[src/rtl/rc4_decrypt_loop.sv]
// RC4 pseudo-random generation stage: swaps S entries, XORs keystream with the
// encrypted ROM into the decrypted RAM, aborting on the first non-alphabet byte.
module rc4_decrypt_loop #(
  parameter int MSG_LEN   = 32,
  parameter int READ_WAIT = 2,
  localparam int AW = $clog2(MSG_LEN)
) (
  input  logic          clk,
  input  logic          reset,
  input  logic          start_flag,
  output logic          done_flag,
  output logic          key_valid,
  output logic [7:0]    s_address,
  output logic [7:0]    s_data,
  input  logic [7:0]    s_data_read,
  output logic          s_wren,
  output logic [AW-1:0] rom_address,
  input  logic [7:0]    rom_data_read,
  output logic [AW-1:0] dec_address,
  output logic [7:0]    dec_data,
  output logic          dec_wren
);
  // state   | meaning
  // IDLE    | waiting for start_flag, i=j=k=0
  // INC_I   | i <= i+1
  // RD_SI   | drive S[i] address
  // WAIT_SI | S read latency
  // CAP_SI  | capture si
  // SET_J   | j <= j+si
  // RD_SJ   | drive S[j] address
  // WAIT_SJ | S read latency
  // CAP_SJ  | capture sj
  // WR_SI   | S[i] <= sj
  // WR_SJ   | S[j] <= si
  // RD_F    | drive S[si+sj] and ROM[k] addresses
  // WAIT_F  | S/ROM read latency
  // CAP_F   | capture keystream byte f and encrypted byte e
  // WR_DEC  | RAM[k] <= f^e, legality check
  // FINISH  | done_flag/key_valid held until start_flag drops
  typedef enum logic [3:0] {
    IDLE, INC_I, RD_SI, WAIT_SI, CAP_SI, SET_J, RD_SJ, WAIT_SJ,
    CAP_SJ, WR_SI, WR_SJ, RD_F, WAIT_F, CAP_F, WR_DEC, FINISH
  } state_t;

  localparam int WW = (READ_WAIT > 1) ? $clog2(READ_WAIT) : 1;
  localparam logic [WW-1:0] WAIT_LAST = WW'(READ_WAIT - 1);
  localparam logic [AW-1:0] K_LAST    = AW'(MSG_LEN - 1);

  state_t        state;
  logic [7:0]    i, j, si, sj, f, e;
  logic [AW-1:0] k;
  logic [WW-1:0] wait_cnt;
  logic          legal;
  logic [7:0]    dec_byte;

  assign dec_byte = f ^ e;

  function automatic logic is_legal(input logic [7:0] b);
    return ((b >= 8'h61) && (b <= 8'h7A)) || (b == 8'h20);
  endfunction

  always_ff @(posedge clk or posedge reset) begin
    if (reset) begin
      state       <= IDLE;
      done_flag   <= 1'b0;
      key_valid   <= 1'b0;
      s_address   <= '0;
      s_data      <= '0;
      s_wren      <= 1'b0;
      rom_address <= '0;
      dec_address <= '0;
      dec_data    <= '0;
      dec_wren    <= 1'b0;
      i           <= '0;
      j           <= '0;
      k           <= '0;
      si          <= '0;
      sj          <= '0;
      f           <= '0;
      e           <= '0;
      wait_cnt    <= '0;
      legal       <= 1'b0;
    end else begin
      s_wren   <= 1'b0;
      dec_wren <= 1'b0;
      unique case (state)
        IDLE: begin
          i <= '0;
          j <= '0;
          k <= '0;
          if (start_flag) state <= INC_I;
        end
        INC_I: begin
          i     <= i + 8'd1;
          state <= RD_SI;
        end
        RD_SI: begin
          s_address <= i;
          wait_cnt  <= WAIT_LAST;
          state     <= WAIT_SI;
        end
        WAIT_SI: begin
          if (wait_cnt == '0) state <= CAP_SI;
          else wait_cnt <= wait_cnt - WW'(1);
        end
        CAP_SI: begin
          si    <= s_data_read;
          state <= SET_J;
        end
        SET_J: begin
          j     <= j + si;
          state <= RD_SJ;
        end
        RD_SJ: begin
          s_address <= j;
          wait_cnt  <= WAIT_LAST;
          state     <= WAIT_SJ;
        end
        WAIT_SJ: begin
          if (wait_cnt == '0) state <= CAP_SJ;
          else wait_cnt <= wait_cnt - WW'(1);
        end
        CAP_SJ: begin
          sj    <= s_data_read;
          state <= WR_SI;
        end
        WR_SI: begin
          s_address <= i;
          s_data    <= sj;
          s_wren    <= 1'b1;
          state     <= WR_SJ;
        end
        WR_SJ: begin
          s_address <= j;
          s_data    <= si;
          s_wren    <= 1'b1;
          state     <= RD_F;
        end
        // si+sj is unchanged by the swap, so this read sees post-swap S
        RD_F: begin
          s_address   <= si + sj;
          rom_address <= k;
          wait_cnt    <= WAIT_LAST;
          state       <= WAIT_F;
        end
        WAIT_F: begin
          if (wait_cnt == '0) state <= CAP_F;
          else wait_cnt <= wait_cnt - WW'(1);
        end
        CAP_F: begin
          f     <= s_data_read;
          e     <= rom_data_read;
          state <= WR_DEC;
        end
        WR_DEC: begin
          dec_address <= k;
          dec_data    <= dec_byte;
          dec_wren    <= 1'b1;
          if (!is_legal(dec_byte)) begin
            legal <= 1'b0;
            state <= FINISH;
          end else if (k == K_LAST) begin
            legal <= 1'b1;
            state <= FINISH;
          end else begin
            k     <= k + AW'(1);
            state <= INC_I;
          end
        end
        FINISH: begin
          if (done_flag && !start_flag) begin
            done_flag <= 1'b0;
            key_valid <= 1'b0;
            state     <= IDLE;
          end else begin
            done_flag <= 1'b1;
            key_valid <= legal;
          end
        end
        default: state <= IDLE;
      endcase
    end
  end
endmodule
[config.mk]
export PLATFORM = sky130hd
export DESIGN_NAME = rc4_decrypt_loop
export DESIGN_NICKNAME = d
export VERILOG_FILES = /design/src/rtl/rc4_decrypt_loop.sv
export SDC_FILE = /design/constraint.sdc
export NUM_CORES = 1
export LEC_CHECK = 0
export ABC_AREA = 1
export CELL_PAD_IN_SITES_DETAIL_PLACEMENT = 1
export CELL_PAD_IN_SITES_GLOBAL_PLACEMENT = 1
export CORE_AREA = 5 5 111 113
export DETAILED_ROUTE_END_ITERATION = 16
export DIE_AREA = 0 0 116 118
export MAX_ROUTING_LAYER = met4
export PLACE_DENSITY_LB_ADDON = 0.15
export SLEW_MARGIN = 5
export SYNTH_ARGS = -nofsm -noshare
export SYNTH_HDL_FRONTEND = slang
export SYNTH_SLANG_ARGS = --single-unit
[constraint.sdc]
create_clock -name clk -period 7.56 [get_ports clk]
set_input_delay 0.756 -clock clk [delete_from_list [all_inputs] [get_ports clk]]
set_output_delay 0.756 -clock clk [all_outputs]
set_load 0.01 [all_outputs]
==> impl_summary.log, run 1 <==
[metrics] Post-CTS Setup Inserts: 0
[metrics] required time reported for the critical path endpoint: 6800 ps
[metrics] hold buffers post-CTS: 0
[metrics] critical path, cell by cell: clkdlybuf4s50_1
[metrics] unrepaired setup endpoints after global routing: no
[metrics] post-detailed-routing wire length: 13050 µm
[metrics] cell with the most instances after synthesis: nand2_1
[metrics] final number of max-transition violations: 0
[metrics] count of mapped cells out of synthesis: 601
[metrics] clock-pin slew on the worst setup and hold paths: 70 ps
[metrics] number of global-route vias before repair: 4452
[metrics] number of placed cells counting well taps: 790
[metrics] Worst path max stage delay: 560 ps
[metrics] root buf cell: clkbuf_16
[metrics] logic depth of the worst setup path including buffers: 1
[metrics] average vias per placed instance: 5.189
[metrics] Initial Util: 43.62%
[metrics] total of max-cap violations: 0
[metrics] # clock sinks: 97
[metrics] top cells by area, synth: dfrtp_1 50%, nand2_1 12%, o21ai_0 6.6%
[metrics] commonest cells in the netlist: 161 x nand2_1, 97 x dfrtp_1, 70 x inv_1
[metrics] fraction of post-synthesis cell area in the top cell type by area: 49.58%
[metrics] PortBufs: 56
[metrics] launch point of the worst path: s_data[1]
[metrics] yosys synthesis warning count: 0
[metrics] Crit path max-delay family: buffers and inverters
[metrics] fraction of synthesis flops using an asynchronous set or reset pin: 100.0%
[metrics] Startpoint Class: flop
[metrics] first-pass GRT wire length: 22190 µm
[metrics] mux cell area share after synthesis: 0%
[metrics] Synthesized Nets: 639
[metrics] Arrival @ worst endpoint: 1290 ps
[metrics] total count of hold-check failures in the final report: 0
[metrics] Rows: 39
[metrics] Slew Limit Headroom: 36.83%
[metrics] transition time of the tightest slew-check pin: 945.3 ps
[metrics] launch point of the worst reg-to-reg path: state[3]
[metrics] Compound-Gate Fraction of Synth Area: 15.38%
[metrics] class of the tightest hold or removal check: flop to flop
[metrics] combined global-route utilization of all metal layers: 20.90%
[metrics] minimum setup slack among reg-to-reg paths: 5570 ps
[metrics] status: complete, no violations
[metrics] core area: 11220 µm²
[metrics] CP Max Fanout: 2
[metrics] floorplan die width: 116 µm
[metrics] share of the clock period used by the worst path after layout: 27.07%
[metrics] Pleak: 2.820 nW
[metrics] Remaining Overflow, GRT: 0
[metrics] combinational family with the most area after synthesis: simple AND/OR/NAND/NOR gates
[metrics] area share of and/or/nand/nor cells after synthesis: 22.21%
[metrics] area grow syn2layout: 20.39%
[metrics] Synth area leader: dfrtp_1
[metrics] total die area: 13690 µm²
[metrics] Yosys reg bits: 97
[metrics] path depth of the worst reg2reg path: 4
[metrics] count of unique library cells instantiated by Yosys: 41
[metrics] depth of the CTS H-tree: 3
[metrics] CP endpoint: s_data[1]
[metrics] total of cells resized after clock tree synthesis: 0
[metrics] endpoints failing setup: 0
[metrics] Routability Congestion: 0.8254
[metrics] Bufs and invs on worst path: 1
[metrics] category of the most critical setup path: flop to primary output
[metrics] Skew-Pair Late Insertion Delay: 350 ps
[metrics] final standard cell count with taps included and fillers excluded: 806
[metrics] xor/xnor cell area share of the yosys netlist: 0.7156%
[metrics] slowest stage cell, crit path: clkdlybuf4s50_1
[metrics] post-DP HPWL: 9861 µm
[metrics] Detailed Route Iter0 Violations: 233
[metrics] floorplan die height: 118 µm
[metrics] number of flops mapped to enable cells by yosys: 0
[metrics] Initial DRT Pass Iterations: 4
[metrics] worst-case clock skew: 8.892 ps
[metrics] number of buffers created by CTS: 9
[metrics] largest net degree at the start of global routing: 55
[metrics] Max rail drop VDD: 0.0001908 V
[metrics] fraction of layout cells with a size suffix above 1: 5.882%
[metrics] per-instance average area after synthesis: 8.146 µm²
[metrics] vias post-DR: 4182
[metrics] worst flop-to-flop path endpoint: f[0]
[metrics] Synth Cell Area: 4896 µm²
[metrics] antenna diode instance count: 0
[metrics] fin nets: 696
[metrics] number of top-level pins: 57
[metrics] adder-cell share of the synthesized area: 5.162%
[metrics] routed length per instance: 16.19 µm
[metrics] post-layout utilization of the core: 52.52%
[metrics] number of antenna-violating nets in the routed design: 0
[metrics] Setup TNS Final: 0 ps
[metrics] total power per unit cell area: 431.0 nW/µm²
[metrics] Worst Setup End Kind: primary output
[metrics] Post-route DRC: 0
[metrics] upper clock frequency limit: 0.4887 GHz
[metrics] most used flip-flop cell after synthesis: dfrtp_1
[metrics] number of antenna violations at the first check in global routing: 0
[metrics] CTS tree: done
[metrics] Max clock buf depth: 2
[metrics] Min Clock Period, post-route: 2046 ps
[metrics] sequential element share of the synthesized area: 49.58%
==> placed cells by master, fill, tap and decap left out, drive strengths merged, types with 2 or more instances in the layout <==
master and n:
nand2 163, dfrtp 97, inv 78, o21ai 70, nor2 60, clkdlybuf4s50 56, a21oi 37, nand3 22
ha 17, clkbuf 12, a31oi 10, o22ai 8, nand4 5, nor3 4, xor2 3, a41oi 3
or2 2, o211ai 2, fa 2
==> how the worst min path moves through the flow <==
stage                         from             end  cells past startpoint
global route        rom_address[3]  rom_address[3]                      2
global placement    rom_address[0]  rom_address[0]                      2
finish                 dec_data[2]     dec_data[2]                      2
floorplan                 wait_cnt        wait_cnt                      2
CTS                 rom_address[4]  rom_address[4]                      2
detailed placement  rom_address[4]  rom_address[4]                      2
==> power breakdown <==
part           internal [mW]  total [mW]  switching [mW]  leakage (nW)
combinational          0.468        1.15           0.684          1.47
clock                  0.267       0.468           0.201         0.143
sequential             0.727       0.920           0.193          1.20
==> per-stage QoR <==
step / setup WS, ps / power, mW / hold slack, ps / instance area [µm²]
after floorplan: 4270 / 1.650 / 464.8 / 4896
after global placement: 5184 / 2.017 / 466.6 / 5597
after detailed placement: 5190 / 2.088 / 481.9 / 5597
after CTS: 5493 / 2.566 / 498.6 / 5894
after global routing: 5293 / 2.764 / 520.0 / 5894
final: 5514 / 2.540 / 494.3 / 5894
==> sequential cells by signal (all words and copies together), names as in the netlist <==
| name | flops |
|---|---|
| state | 4 |
| s_address | 8 |
| sj | 8 |
| rom_address | 5 |
| s_data | 8 |
| i | 8 |
| si | 8 |
| dec_address | 5 |
| key_valid | 1 |
| k | 5 |
| f | 8 |
| e | 8 |
| done_flag | 1 |
| wait_cnt | 1 |
| s_wren | 1 |
| dec_wren | 1 |
| legal | 1 |
| j | 8 |
| dec_data | 8 |
==> metal layers <==
metal / part of all wire, % / vias up / routed length, µm / track usage (%)
li1: - / 2073 / - / -
met1: 48 / 2036 / 6204 / 27.95
met2: 48 / 56 / 6300 / 32.70
met3: 2.1 / 17 / 278 / 2.674
met4: 2.0 / 0 / 263 / 7.252
met5: 0 / - / 0 / -
==> cell families after synthesis <==
kind of cell	count (synthesis)
flip-flops	97
AND/OR/NAND/NOR	258
AO/OA/AOI/OAI	135
buffers and inverters	88
XOR/XNOR	4
adder cells (fa/ha/maj)	19
==> layout make-up <==
type	instances	area (µm²)
well taps	143	178.9
repair buffers	57	568.0
flip-flops and latches	97	2427
clock buffers	12	246.5
clock inverters	4	51.30
fillers	1376	5329
inverters	77	294.0
multi-input cells	416	2128
Note: power is estimated with default switching activity, not from simulation.
==> run 2: changes to the inputs <==
--- a/config.mk
+++ b/config.mk
@@ -8,9 +8,9 @@
 export ABC_AREA = 1
 export CELL_PAD_IN_SITES_DETAIL_PLACEMENT = 1
 export CELL_PAD_IN_SITES_GLOBAL_PLACEMENT = 1
-export CORE_AREA = 5 5 111 113
+export CORE_AREA = 5 5 120 122
 export DETAILED_ROUTE_END_ITERATION = 16
-export DIE_AREA = 0 0 116 118
+export DIE_AREA = 0 0 125 127
 export MAX_ROUTING_LAYER = met4
 export PLACE_DENSITY_LB_ADDON = 0.15
 export SLEW_MARGIN = 5
==> constraint.sdc (replaced) <==
create_clock -name clk -period 1.7 [get_ports clk]
set_input_delay 0.17 -clock clk [delete_from_list [all_inputs] [get_ports clk]]
set_output_delay 0.17 -clock clk [all_outputs]
set_load 0.01 [all_outputs]
==> run 2 against run 1 <==
Compared with the run above: critical path type is now flop to flop; cell area is 8.2% higher; critical endpoint is now j[6]; first-iteration DRC count fell by 22%; die area increased by 16%; the run now ends with setup timing left.
==> impl_summary.log, run 2 (synthesis results as in run 1) <==
[metrics] status: finished with violations
[metrics] violations in the final reports: setup timing
[metrics] Finished Cell Area: 6380 µm²
[metrics] vias post-DR: 4287
[metrics] final number of max-transition violations: 0
[metrics] number of fill cells: 1546
[metrics] depth of the CTS H-tree: 3
[metrics] required time reported for the critical path endpoint: 1930 ps
[metrics] Sequential Area: 2439 µm²
[metrics] total count of hold-check failures in the final report: 0
[metrics] first-pass GRT wire length: 22650 µm
[metrics] Worst Setup End Kind: flop
[metrics] number of antenna violations at the first check in global routing: 0
[metrics] transition time of the tightest slew-check pin: 563.0 ps
[metrics] number of global-route vias before repair: 4512
[metrics] number of buffers created by CTS: 9
[metrics] endpoints failing setup: 2
[metrics] core area: 13090 µm²
[metrics] launch point of the worst reg-to-reg path: si[0]
[metrics] combined global-route utilization of all metal layers: 18.01%
[metrics] total of max-cap violations: 0
[metrics] fraction of layout cells with a size suffix above 1: 14.51%
[metrics] Worst Hold Margin: 298.3 ps
[metrics] area of combinational cells with multiple inputs: 2297 µm²
[metrics] total power per unit cell area: 1956 nW/µm²
[metrics] Arrival @ worst endpoint: 1950 ps
[metrics] slack of the critical path: -16.69 ps
[metrics] area after detailed placement: 5834 µm²
[metrics] Post-route DRC: 0
[metrics] clock-pin slew on the worst setup and hold paths: 70 ps
[metrics] # clock sinks: 97
[metrics] routed length per instance: 16.25 µm
[metrics] Initial DRT Pass Iterations: 4
[metrics] floorplan die width: 125 µm
[metrics] launch point of the worst path: si[0]
[metrics] upper clock frequency limit: 0.5825 GHz
[metrics] largest net degree at the start of global routing: 98
[metrics] share of the clock period used by the worst path after layout: 101.0%
[metrics] post-layout utilization of the core: 48.76%
[metrics] Rows: 42
[metrics] Initial Util: 37.42%
[metrics] class of the tightest hold or removal check: input pin to async pin
[metrics] post-detailed-routing wire length: 14060 µm
[metrics] root buf cell: clkbuf_16
[metrics] highest-count cells in the layout ignoring fill and taps: 157 x nand2_1, 88 x dfrtp_1, 69 x inv_1
[metrics] Detailed Route Iter0 Violations: 181
[metrics] Max clock buf depth: 2
[metrics] PortBufs: 56
[metrics] average vias per placed instance: 4.956
[metrics] worst setup slack before clock tree synthesis: -119.9 ps
[metrics] CP Max Fanout: 3
[metrics] unrepaired setup endpoints after global routing: yes
[metrics] fin nets: 722
[metrics] Skew-Pair Late Insertion Delay: 350 ps
[metrics] category of the most critical setup path: flop to flop
[metrics] Max rail drop VDD: 0.0008653 V
[metrics] Routability Congestion: 0.8588
[metrics] worst-case clock skew: 6.500 ps
[metrics] antenna diode instance count: 0
[metrics] Startpoint Class: flop
[metrics] total die area: 15880 µm²
[metrics] number of antenna-violating nets in the routed design: 0
[metrics] Slew Limit Headroom: 62.38%
[metrics] post-DP HPWL: 9987 µm
[metrics] Pleak: 2.961 nW
[metrics] Min Clock Period, post-route: 1717 ps
[metrics] most common library cell in the layout ignoring fill and taps: nand2_1
[metrics] CTS tree: done
[metrics] floorplan die height: 127 µm
[metrics] hold buffers post-CTS: 0
[metrics] area grow syn2layout: 30.31%
[metrics] Remaining Overflow, GRT: 0
[metrics] number of top-level pins: 57
==> run 2: cell types whose count changed in the layout (fill, tap and decap cells not counted), moves of 9 or more <==
cell	delta
buf_4	+23
dfrtp_1	-9
ha_4	+9
ha_1	-10
dfrtp_2	+9
==> run 2: through the flow <==
step | setup TNS, ps | power [mW] | cells
2_1_floorplan | 0 | 7.336 | 601
3_3_place_gp | -47.49 | 9.336 | 844
3_5_place_dp | -121.4 | 9.608 | 844
4_1_cts | -30.82 | 12.01 | 860
5_1_grt | -437.9 | 13.51 | 865
6_report | -23.06 | 12.48 | 865
==> run 2: repair_timing <==
| action | CTS | global route |
|---|---|---|
| pin swaps | 0 | 6 |
| setup buffers | 0 | 5 |
| gates resized for setup | 7 | 31 |
| setup endpoints to repair | 9 | 19 |
==> run 2: critical path, cell delays in order, from the launching register on <==
cell and delay, ps:
dfrtp_1 410, ha_2 210, fa_2 370, nand3_2 70, nand3_2 70, nand2_2 80
nand2_2 50, a21oi_2 140, nand2_1 60, nand2_1 60, o22ai_1 60
==> run 2: worst paths after layout <==
kind	end	slack [ps]	depth (start not counted)
worst max register to register	j[6]	-20	10
worst min-delay path	i[0]	300	3
min in group clk	e[1]	410	3
worst max-delay path	j[6]	-20	10
worst min register to register	rom_address[3]	490	2
max in group asynchronous	si[6]	910	3
==> run 2: metal layers <==
layer | track usage [%] | wire length (µm) | vias up
met1 | 23.73 | 6817 | 2091
met3 | 3.130 | 327 | 17
met2 | 28.66 | 6679 | 55
met5 | - | 0 | -
li1 | - | - | 2124
met4 | 5.612 | 231 | 0
==> run 2: area by class of cell <==
class / count / share of cell area [%]
Sequential cell: 97 / 38.22
Multi-Input combinational cell: 416 / 36.01
Timing Repair Buffer: 83 / 12.55
Inverter: 77 / 4.628
Clock buffer: 10 / 3.746
Tap cell: 176 / 3.452
Clock inverter: 6 / 1.392
==> run 2: power breakdown <==
group | total (mW) | switching (mW) | internal (mW)
Combinational | 6.02 | 3.33 | 2.69
Sequential | 4.19 | 0.943 | 3.25
Clock | 2.27 | 0.936 | 1.33
Total | 12.5 | 5.21 | 7.27
==> run 3: changes to the inputs <==
--- a/config.mk
+++ b/config.mk
@@ -9,10 +9,12 @@
 export CELL_PAD_IN_SITES_DETAIL_PLACEMENT = 1
 export CELL_PAD_IN_SITES_GLOBAL_PLACEMENT = 1
 export CORE_AREA = 5 5 120 122
+export CTS_BUF_LIST = sky130_fd_sc_hd__clkbuf_16
 export DETAILED_ROUTE_END_ITERATION = 16
 export DIE_AREA = 0 0 125 127
 export MAX_ROUTING_LAYER = met4
 export PLACE_DENSITY_LB_ADDON = 0.15
+export SKIP_LAST_GASP = 1
 export SLEW_MARGIN = 5
 export SYNTH_ARGS = -nofsm -noshare
 export SYNTH_HDL_FRONTEND = slang
==> run 3 against run 2 <==
Compared with the run above: the flow still finishes with violations (setup timing); critical path type unchanged; sequential share of layout area rose by 0.063 points; count of clock-buffer cells in the layout fell by 1; clock skew rose by 0.96 ps; largest cell class unchanged; hold slack barely moved.
==> impl_summary.log, run 3 (synthesis results as in run 1) <==
[metrics] category of the most critical setup path: flop to flop
[metrics] Min Clock Period, post-route: 1716 ps
[metrics] largest net degree at the start of global routing: 98
[metrics] violations in the final reports: setup timing
[metrics] share of the clock period used by the worst path after layout: 101.0%
[metrics] floorplan die height: 127 µm
[metrics] unrepaired setup endpoints after global routing: yes
[metrics] clock-pin slew on the worst setup and hold paths: 70 ps
[metrics] number of antenna violations at the first check in global routing: 0
[metrics] average vias per placed instance: 4.951
[metrics] number of antenna-violating nets in the routed design: 0
[metrics] Arrival @ worst endpoint: 1950 ps
[metrics] root buf cell: clkbuf_16
[metrics] total count of hold-check failures in the final report: 0
[metrics] Setup TNS Final: -23.28 ps
[metrics] most common library cell in the layout ignoring fill and taps: nand2_1
[metrics] Max rail drop VDD: 0.0008568 V
[metrics] fin nets: 722
[metrics] antenna diode instance count: 0
[metrics] number of global-route vias before repair: 4512
[metrics] launch point of the worst reg-to-reg path: si[0]
[metrics] # clock sinks: 97
[metrics] transition time of the tightest slew-check pin: 558.4 ps
[metrics] Routability Congestion: 0.8588
[metrics] launch point of the worst path: si[0]
[metrics] depth of the CTS H-tree: 3
[metrics] Worst Setup End Kind: flop
[metrics] area grow syn2layout: 30.03%
[metrics] total die area: 15880 µm²
[metrics] Slew Limit Headroom: 62.69%
[metrics] final number of max-transition violations: 0
[metrics] Pleak: 2.957 nW
[metrics] hold buffers post-CTS: 0
[metrics] endpoints failing setup: 2
[metrics] number of top-level pins: 57
[metrics] Detailed Route Iter0 Violations: 179
[metrics] worst-case clock skew: 7.456 ps
[metrics] post-detailed-routing wire length: 14070 µm
[metrics] first-pass GRT wire length: 22650 µm
[metrics] class of the tightest hold or removal check: input pin to async pin
[metrics] CP Max Fanout: 3
[metrics] total power per unit cell area: 1952 nW/µm²
[metrics] Post-route DRC: 0
[metrics] number of buffers created by CTS: 9
[metrics] CTS tree: done
[metrics] Initial Util: 37.42%
[metrics] core area: 13090 µm²
[metrics] Rows: 42
[metrics] slack of the critical path: -16.43 ps
[metrics] floorplan die width: 125 µm
[metrics] vias post-DR: 4283
[metrics] upper clock frequency limit: 0.5826 GHz
[metrics] Initial DRT Pass Iterations: 4
[metrics] Startpoint Class: flop
[metrics] total of max-cap violations: 0
[metrics] fraction of layout cells with a size suffix above 1: 14.08%
[metrics] overall power after layout: 12.43 mW
[metrics] Remaining Overflow, GRT: 0
[metrics] combined global-route utilization of all metal layers: 18.01%
[metrics] post-DP HPWL: 9987 µm
[metrics] required time reported for the critical path endpoint: 1930 ps
[metrics] routed length per instance: 16.26 µm
[metrics] Max clock buf depth: 2
[metrics] status: finished with violations
[metrics] PortBufs: 56
[metrics] Skew-Pair Late Insertion Delay: 350 ps
[metrics] highest-count cells in the layout ignoring fill and taps: 158 x nand2_1, 89 x dfrtp_1, 69 x inv_1
[run 3: worst paths after layout]
kind	endpoint	slack, ps	cells past startpoint
setup / recovery	j[6]	-20	10
hold / removal	i[0]	300	3
setup reg to reg	j[6]	-20	10
hold reg to reg	rom_address[3]	490	2
max in group asynchronous	si[5]	910	3
min in group clk	e[1]	410	3
[run 3: timing repair]
item / CTS / global route
pin swaps: 0 / 6
buffers inserted: 0 / 5
gates resized for setup: 7 / 29
endpoints found under the setup margin: 9 / 19
[run 3: final cells by class]
cell class	instances	area [µm²]
Fill cell	1548	6719
Sequential cell	97	2437
Multi-Input combinational cell	416	2295
Timing Repair Buffer	83	800.8
Inverter	77	295.3
Clock buffer	9	225.2
Tap cell	176	220.2
Clock inverter	7	92.59
[run 3: through the flow]
step	setup slack (ps)	util [%]	std cells	hold slack, ps	cell area, µm²
final	-16.43	48.65	865	298.0	6366
after global routing	-127.2	48.65	865	384.4	6366
after global placement	-47.49	44.59	844	465.8	5834
after CTS	-30.82	47.13	860	365.8	6167
after detailed placement	-119.9	44.59	844	476.8	5834
after floorplan	18.32	-	601	328.6	4900
[run 3: power breakdown]
group          switching, mW  total, mW  internal (mW)
Clock                  0.936       2.22           1.29
Combinational           3.33       6.02           2.69
Sequential             0.941       4.19           3.25
[run 3: routing by layer]
| layer | wire length [µm] | track usage [%] | vias up |
|---|---|---|---|
| li1 | - | - | 2124 |
| met1 | 6827 | 23.73 | 2091 |
| met2 | 6691 | 28.66 | 51 |
| met3 | 317 | 3.130 | 17 |
| met4 | 231 | 5.612 | 0 |
| met5 | 0 | - | - |
[run 3: worst max-delay path: stages, from the launching register on]
cell	delay [ps]
dfrtp_1	410
ha_2	210
fa_2	370
nand3_2	70
nand3_2	70
nand2_2	80
nand2_2	50
a21oi_2	140
nand2_1	60
nand2_1	60
o22ai_1	60
